--- config.mk ---
export PLATFORM = sky130hd
export DESIGN_NAME = matrix_loader
export DESIGN_NICKNAME = d
export VERILOG_FILES = /design/src/rtl/matrix_loader.sv
export SDC_FILE = /design/constraint.sdc
export NUM_CORES = 1
export LEC_CHECK = 0
export BUFFER_PORTS_ARGS = -buffer_cell sky130_fd_sc_hd__buf_4
export CORE_UTILIZATION = 39
export CTS_BUF_LIST = sky130_fd_sc_hd__clkbuf_4 sky130_fd_sc_hd__clkbuf_8 sky130_fd_sc_hd__clkbuf_16
export DETAILED_ROUTE_END_ITERATION = 12
export HOLD_SLACK_MARGIN = 0.03
export PLACE_DENSITY_LB_ADDON = 0.15
export SETUP_SLACK_MARGIN = 0.05
export SLEW_MARGIN = 20
export SYNTH_ARGS = -nofsm -noshare
export SYNTH_HDL_FRONTEND = slang
export SYNTH_SLANG_ARGS = --single-unit
--- constraint.sdc ---
create_clock -name clk -period 2.1 [get_ports clk]
set_input_delay 0.315 -clock clk [delete_from_list [all_inputs] [get_ports clk]]
set_output_delay 0.315 -clock clk [all_outputs]
set_load 0.03 [all_outputs]
--- src/rtl/matrix_loader.sv ---
// matrix_loader: byte-serial assembler for one scalar-multiply operand frame.
// Accepts a scalar byte followed by N_ELEMS matrix bytes, then holds the
// completed frame on registered outputs until the consumer acknowledges it.
module matrix_loader #(
  parameter int ELEM_W  = 8,
  parameter int N_ELEMS = 25
) (
  input  logic                        clk,
  input  logic                        rst_n,
  input  logic [ELEM_W-1:0]           in_data,
  input  logic                        in_valid,
  output logic                        in_ready,
  input  logic                        clear,
  output logic [ELEM_W-1:0]           data_out,
  output logic [N_ELEMS*ELEM_W-1:0]   matrix_out,
  output logic                        frame_valid,
  input  logic                        frame_ack,
  output logic [4:0]                  elem_count
);

  typedef enum logic [1:0] {
    S_SCALAR = 2'd0,
    S_ELEM   = 2'd1,
    S_FULL   = 2'd2
  } state_t;

  state_t state;

  // in_ready is a register, so it never depends combinationally on in_valid
  logic accept;
  assign accept = in_valid && in_ready;

  // Frame FSM: all outputs registered; clear overrides byte acceptance and ack
  always_ff @(posedge clk or negedge rst_n) begin
    if (!rst_n) begin
      state       <= S_SCALAR;
      in_ready    <= 1'b1;
      elem_count  <= 5'd0;
      data_out    <= '0;
      matrix_out  <= '0;
      frame_valid <= 1'b0;
    end else if (clear) begin
      // Abort drops the partial frame but leaves data registers untouched
      state       <= S_SCALAR;
      in_ready    <= 1'b1;
      elem_count  <= 5'd0;
      frame_valid <= 1'b0;
    end else begin
      case (state)
        S_SCALAR: begin
          if (accept) begin
            data_out <= in_data;
            state    <= S_ELEM;
          end
        end
        S_ELEM: begin
          if (accept) begin
            // Slot index equals the number of elements already loaded
            for (int i = 0; i < N_ELEMS; i++) begin
              if (elem_count == 5'(i)) matrix_out[i*ELEM_W +: ELEM_W] <= in_data;
            end
            elem_count <= elem_count + 5'd1;
            if (elem_count == 5'(N_ELEMS-1)) begin
              state       <= S_FULL;
              in_ready    <= 1'b0;
              frame_valid <= 1'b1;
            end
          end
        end
        S_FULL: begin
          if (frame_ack) begin
            state       <= S_SCALAR;
            in_ready    <= 1'b1;
            elem_count  <= 5'd0;
            frame_valid <= 1'b0;
          end
        end
        default: begin
          state       <= S_SCALAR;
          in_ready    <= 1'b1;
          elem_count  <= 5'd0;
          frame_valid <= 1'b0;
        end
      endcase
    end
  end

endmodule

==> PnR_summary.wiki, run 1 <==
{| class="wikitable"
! Metric !! Value
|-
| Wire length on met3 || 1.502 mm
|-
| Wire length of the first global-routing pass || around 35 mm
|-
| Final nets || approximately 800
|-
| H-tree levels || 1
|-
| Standard-cell row count || 54
|-
| Final ANT Viol Nets || 0
|-
| Setup_tns || 0 ns
|-
| Crit end category || flip-flop
|-
| Setup slack on the worst flop-to-flop path || around 0.19 ns
|-
| Number of primary I/O pins || 228
|-
| Total power draw || around 9.8 mW
|-
| Violation count after the first detailed-route iteration || 120
|-
| Area used by multi-input combinational logic || approximately 3000 µm²
|-
| Height of the die || 151.3 µm
|-
| Sw power || between 2 and 2.5 mW
|-
| Capturing point of the worst reg2reg path || matrix_out[30]$_DFFE_PN0P_
|-
| Final critical-path share of the clock period || 0.9079
|-
| Area of all sequential standard cells || approximately 5400 µm²
|-
| Number of antenna violations at the first check in global routing || 0
|-
| Most frequently used cell type in the post-synthesis netlist || sky130_fd_sc_hd__dfrtp_1
|-
| Startpoint of the worst-slack reg-to-reg timing path || in_ready$_DFFE_PN1P_
|-
| Leftover overflow at the end of global routing || 0
|-
| Post-placement worst setup slack || 0.1946 ns
|-
| Top Layer Used || met4
|-
| Global placement routability congestion || roughly 0.88
|-
| Routed length on met2 || 11.01 mm
|-
| Number of inserted filler cells in the final layout || about 1800
|-
| Minimum period implied by the final worst setup slack || 1.907 ns
|-
| Number of enable flip-flop cells after synthesis || 0
|-
| Sw Ratio || 0.2472
|-
| Number of synthesis warnings || 0
|-
| Clock tree sinks || between 200 and 250
|-
| Post-synth top flop || sky130_fd_sc_hd__dfrtp_1
|-
| Type of origin of the critical path || flip-flop
|-
| Total clock buffers created by CTS || 24
|-
| Routed metal-1 wire length || about 10 mm
|-
| Fraction of layout instances using a drive strength above 1 || 0.6571
|-
| Worst slew margin || 0.6411
|-
| Post-detailed-route DRC marker count || 0
|-
| Number of global-route vias before repair || 5688
|-
| Maximum number of pins on one net before global-route repair || 64
|-
| Post-Synthesis Mean Instance Area || ~16 µm²
|-
| Detailed-route via count || approximately 5500
|-
| Sequential cell area fraction in the yosys report || 0.6250
|-
| TritonCTS clock tree || yes
|-
| Number of inserted diodes || 0
|-
| Largest driver fanout on the critical path || 15
|-
| Areal power density over the cells || between 800 and 900 nW/µm²
|-
| DRT Wirelength || 22.99 mm
|-
| Average wire per standard cell || about 21 µm
|-
| Part of the power in registers || 0.451
|-
| Worst Max-Slew Pin Slew || roughly 0.54 ns
|-
| Pre-Repair DR Iteration Count || 4
|-
| Design internal power || between 7 and 8 mW
|-
| Async set-reset flop share out of synthesis || 1.000
|-
| # port buffers || ~230
|-
| Synthesized netlist cell count || between 500 and 600
|-
| Net Count, Synth || between 500 and 600
|-
| Starting density of the core || 0.3982
|-
| Dominant cells by area after synthesis || sky130_fd_sc_hd__dfrtp_1 62%, sky130_fd_sc_hd__mux2_2 26%, sky130_fd_sc_hd__nand3_4 1.6%
|-
| Final slew viol count || 0
|-
| Core area || roughly 22000 µm²
|-
| Peak supply drop || 0.6296 mV
|-
| Root buffer selected by CTS || sky130_fd_sc_hd__clkbuf_16
|-
| Combinational share of power || 0.110
|-
| Launch point of the worst hold path || clear
|-
| Final count of hold timing violations || 0
|-
| Inst Count DP || ~1000
|-
| Arrival @ worst endpoint || 2.29 ns
|-
| Number of unique standard cell types used by synthesis || 42
|-
| Cell area after synthesis || 8691 µm²
|-
| Min setup slack post-route || between 0.15 and 0.2 ns
|-
| Leading post-synthesis cells by instance count || 216 x sky130_fd_sc_hd__dfrtp_1, 203 x sky130_fd_sc_hd__mux2_2, 19 x sky130_fd_sc_hd__clkbuf_1, 13 x sky130_fd_sc_hd__buf_2, 9 x sky130_fd_sc_hd__nand4_2
|-
| DP Wirelength || around 16 mm
|-
| Buffer levels on the longest clock path || 3
|-
| Clock share of power || 0.438
|-
| Req. time, crit path || around 2.5 ns
|-
| Filler-free cell count of the finished design || ~1100
|-
| Biggest area consumer among synthesized cells || sky130_fd_sc_hd__dfrtp_1
|-
| End point of the worst hold path || elem_count[4]$_DFFE_PN0P_
|-
| Leak || between 6 and 7 nW
|-
| FF-to-FF path depth || 4
|-
| Total setup violations reported at the end of the flow || 0
|-
| GR Util All Layers || 0.2024
|-
| Worst min path class || in -> reg
|-
| Clock-pin slew on the worst setup and hold paths || roughly 0.060 ns
|-
| Number of flip-flops and latches in the synthesized netlist || between 200 and 250
|-
| Unrepaired setup endpoints after global routing || false
|-
| WS Path Type || reg -> reg
|-
| Horizontal die dimension || approximately 150 µm
|-
| Min-Delay Path Depth || 2
|-
| Area added between synthesis and finish || 33.75%
|-
| Count of max-cap constraint violations || 0
|-
| Clock latency on the worst-skew pair || slightly above 0.5 ns
|-
| Proportion of netlist area held by the largest area contributor || 0.6219
|-
| Via density per instance || between 5 and 6
|-
| Worst clock skew || around 0.010 ns
|-
| Result of the run || completed
|-
| Fmax achieved || approximately 0.52 GHz
|-
| DIE AREA || 22890 µm²
|}
-- placed cells by master, fill, tap and decap left out, types with 2 or more instances in the layout --
cell and instances:
sky130_fd_sc_hd__buf_4 244, sky130_fd_sc_hd__dfrtp_1 214, sky130_fd_sc_hd__mux2_2 203, sky130_fd_sc_hd__clkbuf_16 25, sky130_fd_sc_hd__nand4_2 9, sky130_fd_sc_hd__nand3_4 8, sky130_fd_sc_hd__clkbuf_4 8, sky130_fd_sc_hd__inv_1 6
sky130_fd_sc_hd__mux2_1 5, sky130_fd_sc_hd__nand3_1 5, sky130_fd_sc_hd__ha_1 5, sky130_fd_sc_hd__nor2_1 4, sky130_fd_sc_hd__clkbuf_8 4, sky130_fd_sc_hd__clkinv_2 4, sky130_fd_sc_hd__or3_1 3, sky130_fd_sc_hd__a21oi_1 3
sky130_fd_sc_hd__buf_12 3, sky130_fd_sc_hd__and3_1 2, sky130_fd_sc_hd__and4b_1 2, sky130_fd_sc_hd__and4_1 2, sky130_fd_sc_hd__nand4_4 2, sky130_fd_sc_hd__nand4b_1 2, sky130_fd_sc_hd__nand4_1 2, sky130_fd_sc_hd__nand2_1 2
sky130_fd_sc_hd__o32ai_1 2, sky130_fd_sc_hd__nor3_1 2, sky130_fd_sc_hd__and4_2 2, sky130_fd_sc_hd__o21a_1 2, sky130_fd_sc_hd__bufinv_16 2, sky130_fd_sc_hd__dfrtp_2 2
-- logic make-up (layout without fill, tap and decap cells) --
kind of cell | count (synthesis) | in the layout | synth area share
xor+xnor | 1 | 1 | 0.001008
fa+ha+maj | 5 | 5 | 0.007198
simple gates | 57 | 57 | 0.06335
flops | 217 | 217 | 0.6250
buf+inv | 43 | 299 | 0.02404
compound gates | 11 | 11 | 0.008782
mux | 209 | 209 | 0.2707
-- power groups by stage --
| stage | logic [mW] | clock network, mW | registers [mW] |
|---|---|---|---|
| 6_report | 1.08 | 4.31 | 4.44 |
| 5_1_grt | 1.15 | 4.59 | 4.46 |
| 4_1_cts | 1.10 | 4.44 | 4.44 |
| 3_5_place_dp | 1.10 | 0 | 4.51 |
| 3_3_place_gp | 1.08 | 0 | 4.51 |
| 2_1_floorplan | 0.265 | 0 | 4.81 |
-- per-stage QoR --
stage / util / cell area, µm² / hold WS [ns]
floorplan: - / 8701 / 0.01941
global placement: 0.4938 / 10780 / 0.2953
detailed placement: 0.4938 / 10780 / 0.3016
CTS: 0.5324 / 11620 / 0.05233
global route: 0.5326 / 11620 / 0.07494
finish: 0.5326 / 11620 / 0.07061
-- timing repair --
item	4_1_cts	5_1_grt
endpoints found under the hold margin	57	0
hold buffers	1	0
gates resized for setup	0	3
buffers inserted	0	0
setup endpoints to repair	0	18
-- layer usage --
metal,track usage,vias to the layer above
li1,-,2431
met1,0.2737,2868
met2,0.3276,187
met3,0.04398,34
met4,0.05400,0
met5,0,-
-- sequential cells by signal, summed over array words and instances, names as in the netlist --
| name | count |
|---|---|
| data_out | 8 |
| elem_count | 5 |
| frame_valid | 1 |
| in_ready | 1 |
| matrix_out | 200 |
| state | 2 |
-- worst max-delay path, stage by stage (launching register included) --
cell                       delay, ns
sky130_fd_sc_hd__dfstp_2        0.60
sky130_fd_sc_hd__and4bb_1       0.29
sky130_fd_sc_hd__buf_12         0.21
sky130_fd_sc_hd__nand4_2        0.30
sky130_fd_sc_hd__mux2_2         0.38
-- worst max-delay path by stage --
stage                                        endpoint  slack (ns)                      start
after floorplan           matrix_out[192]$_DFFE_PN0P_        0.05  elem_count[0]$_DFFE_PN0P_
after CTS                 matrix_out[109]$_DFFE_PN0P_        0.17  elem_count[2]$_DFFE_PN0P_
after global routing        matrix_out[4]$_DFFE_PN0P_        0.09       in_ready$_DFFE_PN1P_
final                      matrix_out[30]$_DFFE_PN0P_        0.19       in_ready$_DFFE_PN1P_
after detailed placement  matrix_out[109]$_DFFE_PN0P_        0.19  elem_count[2]$_DFFE_PN0P_
after global placement     matrix_out[49]$_DFFE_PN0P_        0.22       in_ready$_DFFE_PN1P_
-- area by class of cell --
cell class              count  share of cell area
clock buffers              37             0.06372
clock inverters             7            0.007858
inverters                   6            0.001938
multi-input cells         283              0.2639
flip-flops and latches    217              0.4675
well taps                 280             0.03014
repair buffers            249              0.1649
Power figures use the tool's default switching activity.
==> inputs of run 2 (changes only) <==
--- a/config.mk
+++ b/config.mk
@@ -10,6 +10,7 @@
 export CTS_BUF_LIST = sky130_fd_sc_hd__clkbuf_4 sky130_fd_sc_hd__clkbuf_8 sky130_fd_sc_hd__clkbuf_16
 export DETAILED_ROUTE_END_ITERATION = 12
 export HOLD_SLACK_MARGIN = 0.03
+export MAX_ROUTING_LAYER = met4
 export PLACE_DENSITY_LB_ADDON = 0.15
 export SETUP_SLACK_MARGIN = 0.05
 export SLEW_MARGIN = 20
==> PnR_summary.wiki, run 2 (synthesized netlist as in run 1, its figures left out) <==
{| class="wikitable"
! Metric !! Value
|-
| Final count of hold timing violations || 0 (unchanged)
|-
| Starting density of the core || 0.3982 (unchanged)
|-
| Core area || 21820 µm² (unchanged)
|-
| Final core utilization || 0.5326 (unchanged)
|-
| Via density per instance || 5.130 (was 5.116)
|-
| Arrival @ worst endpoint || 2.30 ns (was 2.29 ns)
|-
| # port buffers || 227 (unchanged)
|-
| Final slew viol count || 0 (unchanged)
|-
| Grt peak-use layer || met2 (unchanged)
|-
| DRT Wirelength || 22.92 mm (was 22.99 mm)
|-
| Post-detailed-route DRC marker count || 0 (unchanged)
|-
| Setup_tns || 0 ns (unchanged)
|-
| Post-route cell area || 11620 µm² (unchanged)
|-
| Buffer levels on the longest clock path || 3 (unchanged)
|-
| Placed Instance Area || 10780 µm² (unchanged)
|-
| Crit end category || flip-flop (unchanged)
|-
| Cell type of the slowest stage on the worst timing path || sky130_fd_sc_hd__dfstp_2 (unchanged)
|-
| DP Wirelength || 15.69 mm (unchanged)
|-
| Pre-Repair DR Iteration Count || 4 (unchanged)
|-
| Worst min path class || in -> reg (unchanged)
|-
| Number of buffers inserted by post-CTS setup repair || 0 (unchanged)
|-
| Req. time, crit path || 2.48 ns (was 2.49 ns)
|-
| CP cell instances || and4bb_1 > buf_12 > nand4_2 > mux2_2 (unchanged)
|-
| Final critical-path share of the clock period || 0.9116 (was 0.9079)
|-
| Type of origin of the critical path || flip-flop (unchanged)
|-
| Violation count after the first detailed-route iteration || 116 (was 120)
|-
| Leftover overflow at the end of global routing || 0 (unchanged)
|-
| Global placement routability congestion || 0.8932 (was 0.8787)
|-
| Worst clock skew || 0.01029 ns (was 0.01023 ns)
|-
| DIE AREA || 22890 µm² (unchanged)
|-
| Final ANT Viol Nets || 0 (unchanged)
|-
| Detailed-route via count || 5535 (was 5520)
|-
| Inst Count DP || 1034 (unchanged)
|-
| Largest driver fanout on the critical path || 15 (unchanged)
|-
| WS Path Type || reg -> reg (unchanged)
|-
| Number of antenna violations at the first check in global routing || 0 (unchanged)
|-
| Total clock buffers created by CTS || 24 (unchanged)
|-
| Largest registers || matrix_out x200, data_out x8, elem_count x5 (unchanged)
|-
| Number of global-route vias before repair || 5714 (was 5688)
|-
| TritonCTS clock tree || yes (unchanged)
|-
| Count of max-cap constraint violations || 0 (unchanged)
|-
| Areal power density over the cells || 845.6 nW/µm² (was 846.0 nW/µm²)
|-
| Most common library cell in the layout ignoring fill and taps || sky130_fd_sc_hd__buf_4 (unchanged)
|-
| Met3 demand-to-capacity share in global routing || 0.04277 (was 0.04398)
|-
| Worst Max-Slew Pin Slew || 0.5174 ns (was 0.5383 ns)
|-
| Fmax achieved || 0.5224 GHz (was 0.5245 GHz)
|-
| Max FFs per register || 200 (unchanged)
|-
| Standard-cell row count || 54 (unchanged)
|-
| Result of the run || completed (unchanged)
|-
| Final nets || 799 (unchanged)
|-
| GR Layer Usage met2 || 0.3295 (was 0.3276)
|-
| Maximum number of pins on one net before global-route repair || 64 (unchanged)
|-
| Filler-free cell count of the finished design || 1079 (unchanged)
|-
| Horizontal die dimension || 151.3 µm (unchanged)
|-
| Average wire per standard cell || 21.24 µm (was 21.30 µm)
|-
| Wire length of the first global-routing pass || 34.85 mm (was 34.91 mm)
|-
| Unrepaired setup endpoints after global routing || false (unchanged)
|-
| Height of the die || 151.3 µm (unchanged)
|-
| Fraction of layout instances using a drive strength above 1 || 0.6571 (unchanged)
|-
| Worst slew margin || 0.6547 (was 0.6411)
|-
| Peak supply drop || 0.6284 mV (was 0.6296 mV)
|-
| Clock-pin slew on the worst setup and hold paths || 0.06 ns (about the same)
|-
| Commonest cells after routing, fill and taps aside || 244 x sky130_fd_sc_hd__buf_4, 214 x sky130_fd_sc_hd__dfrtp_1, 203 x sky130_fd_sc_hd__mux2_2 (unchanged)
|-
| H-tree levels || 1 (unchanged)
|-
| Number of primary I/O pins || 228 (unchanged)
|-
| GR Util All Layers || 0.2085 (was 0.2024)
|-
| Largest register by flop count || matrix_out (unchanged)
|-
| Number of inserted diodes || 0 (unchanged)
|-
| Met1 usage || 0.2731 (was 0.2737)
|-
| Area added between synthesis and finish || 33.75% (unchanged)
|-
| Root buffer selected by CTS || sky130_fd_sc_hd__clkbuf_16 (unchanged)
|-
| Clock latency on the worst-skew pair || 0.50 ns (was 0.51 ns)
|-
| Total setup violations reported at the end of the flow || 0 (unchanged)
|-
| Largest stage delay, worst path || 0.59 ns (was 0.60 ns)
|-
| Leak || 6.160 nW (unchanged)
|-
| Minimum period implied by the final worst setup slack || 1.914 ns (was 1.907 ns)
|-
| Clock tree sinks || 217 (unchanged)
|}
## run 2: critical path, delay by kind of cell (launching register included)
family | cells | cell delay [ns]
mux | 1 | 0.38
simple gates | 2 | 0.60
flops | 1 | 0.59
buf+inv | 1 | 0.21
## run 2: power breakdown
group / leakage, nW / internal, mW / switching [mW]
clock: 0.424 / 2.68 / 1.63
sequential: 2.98 / 4.34 / 0.0982
combinational: 2.76 / 0.380 / 0.700
total: 6.16 / 7.40 / 2.43
## run 2: final cells by class
| class | count | area, µm² |
|---|---|---|
| Timing Repair Buffer | 249 | 1917 |
| Sequential cell | 217 | 5434 |
| Tap cell | 280 | 350.3 |
| Clock buffer | 37 | 740.7 |
| Fill cell | 1832 | 10200 |
| Clock inverter | 7 | 91.34 |
| Inverter | 6 | 22.52 |
| Multi-Input combinational cell | 283 | 3068 |
## run 2: path summary, 6_finish.rpt
path / from / to / slack, ns / cells past startpoint
min reg2reg: matrix_out[3]$_DFFE_PN0P_ / matrix_out[3]$_DFFE_PN0P_ / 0.50 / 1
max in group asynchronous: rst_n / in_ready$_DFFE_PN1P_ / 1.05 / 3
min: clear / elem_count[4]$_DFFE_PN0P_ / 0.07 / 2
max: in_ready$_DFFE_PN1P_ / matrix_out[13]$_DFFE_PN0P_ / 0.19 / 4
min in group asynchronous: rst_n / matrix_out[124]$_DFFE_PN0P_ / 0.35 / 2
max reg2reg: in_ready$_DFFE_PN1P_ / matrix_out[13]$_DFFE_PN0P_ / 0.19 / 4
## run 2: routing by layer
layer,share of wire,routed length [µm],vias up
li1,-,-,2431
met1,0.43,9954,2891
met2,0.48,11040,180
met3,0.066,1505,33
met4,0.018,419,0
met5,0,0,-
## run 2: timing repair
action / in CTS / in global routing
hold endpoints to repair: 57 / 0
hold buffers: 1 / 0
gates resized for setup: 0 / 3
setup endpoints to repair: 0 / 17
## run 2: through the flow
| step | power, mW | setup slack, ns | hold slack, ns |
|---|---|---|---|
| 3_5_place_dp | 5.609 | 0.1946 | 0.3016 |
| 3_3_place_gp | 5.589 | 0.2238 | 0.2953 |
| 4_1_cts | 9.981 | 0.1663 | 0.05233 |
| 5_1_grt | 10.20 | 0.08455 | 0.07496 |
| 2_1_floorplan | 5.073 | 0.05027 | 0.01941 |
| 6_report | 9.829 | 0.1857 | 0.07424 |
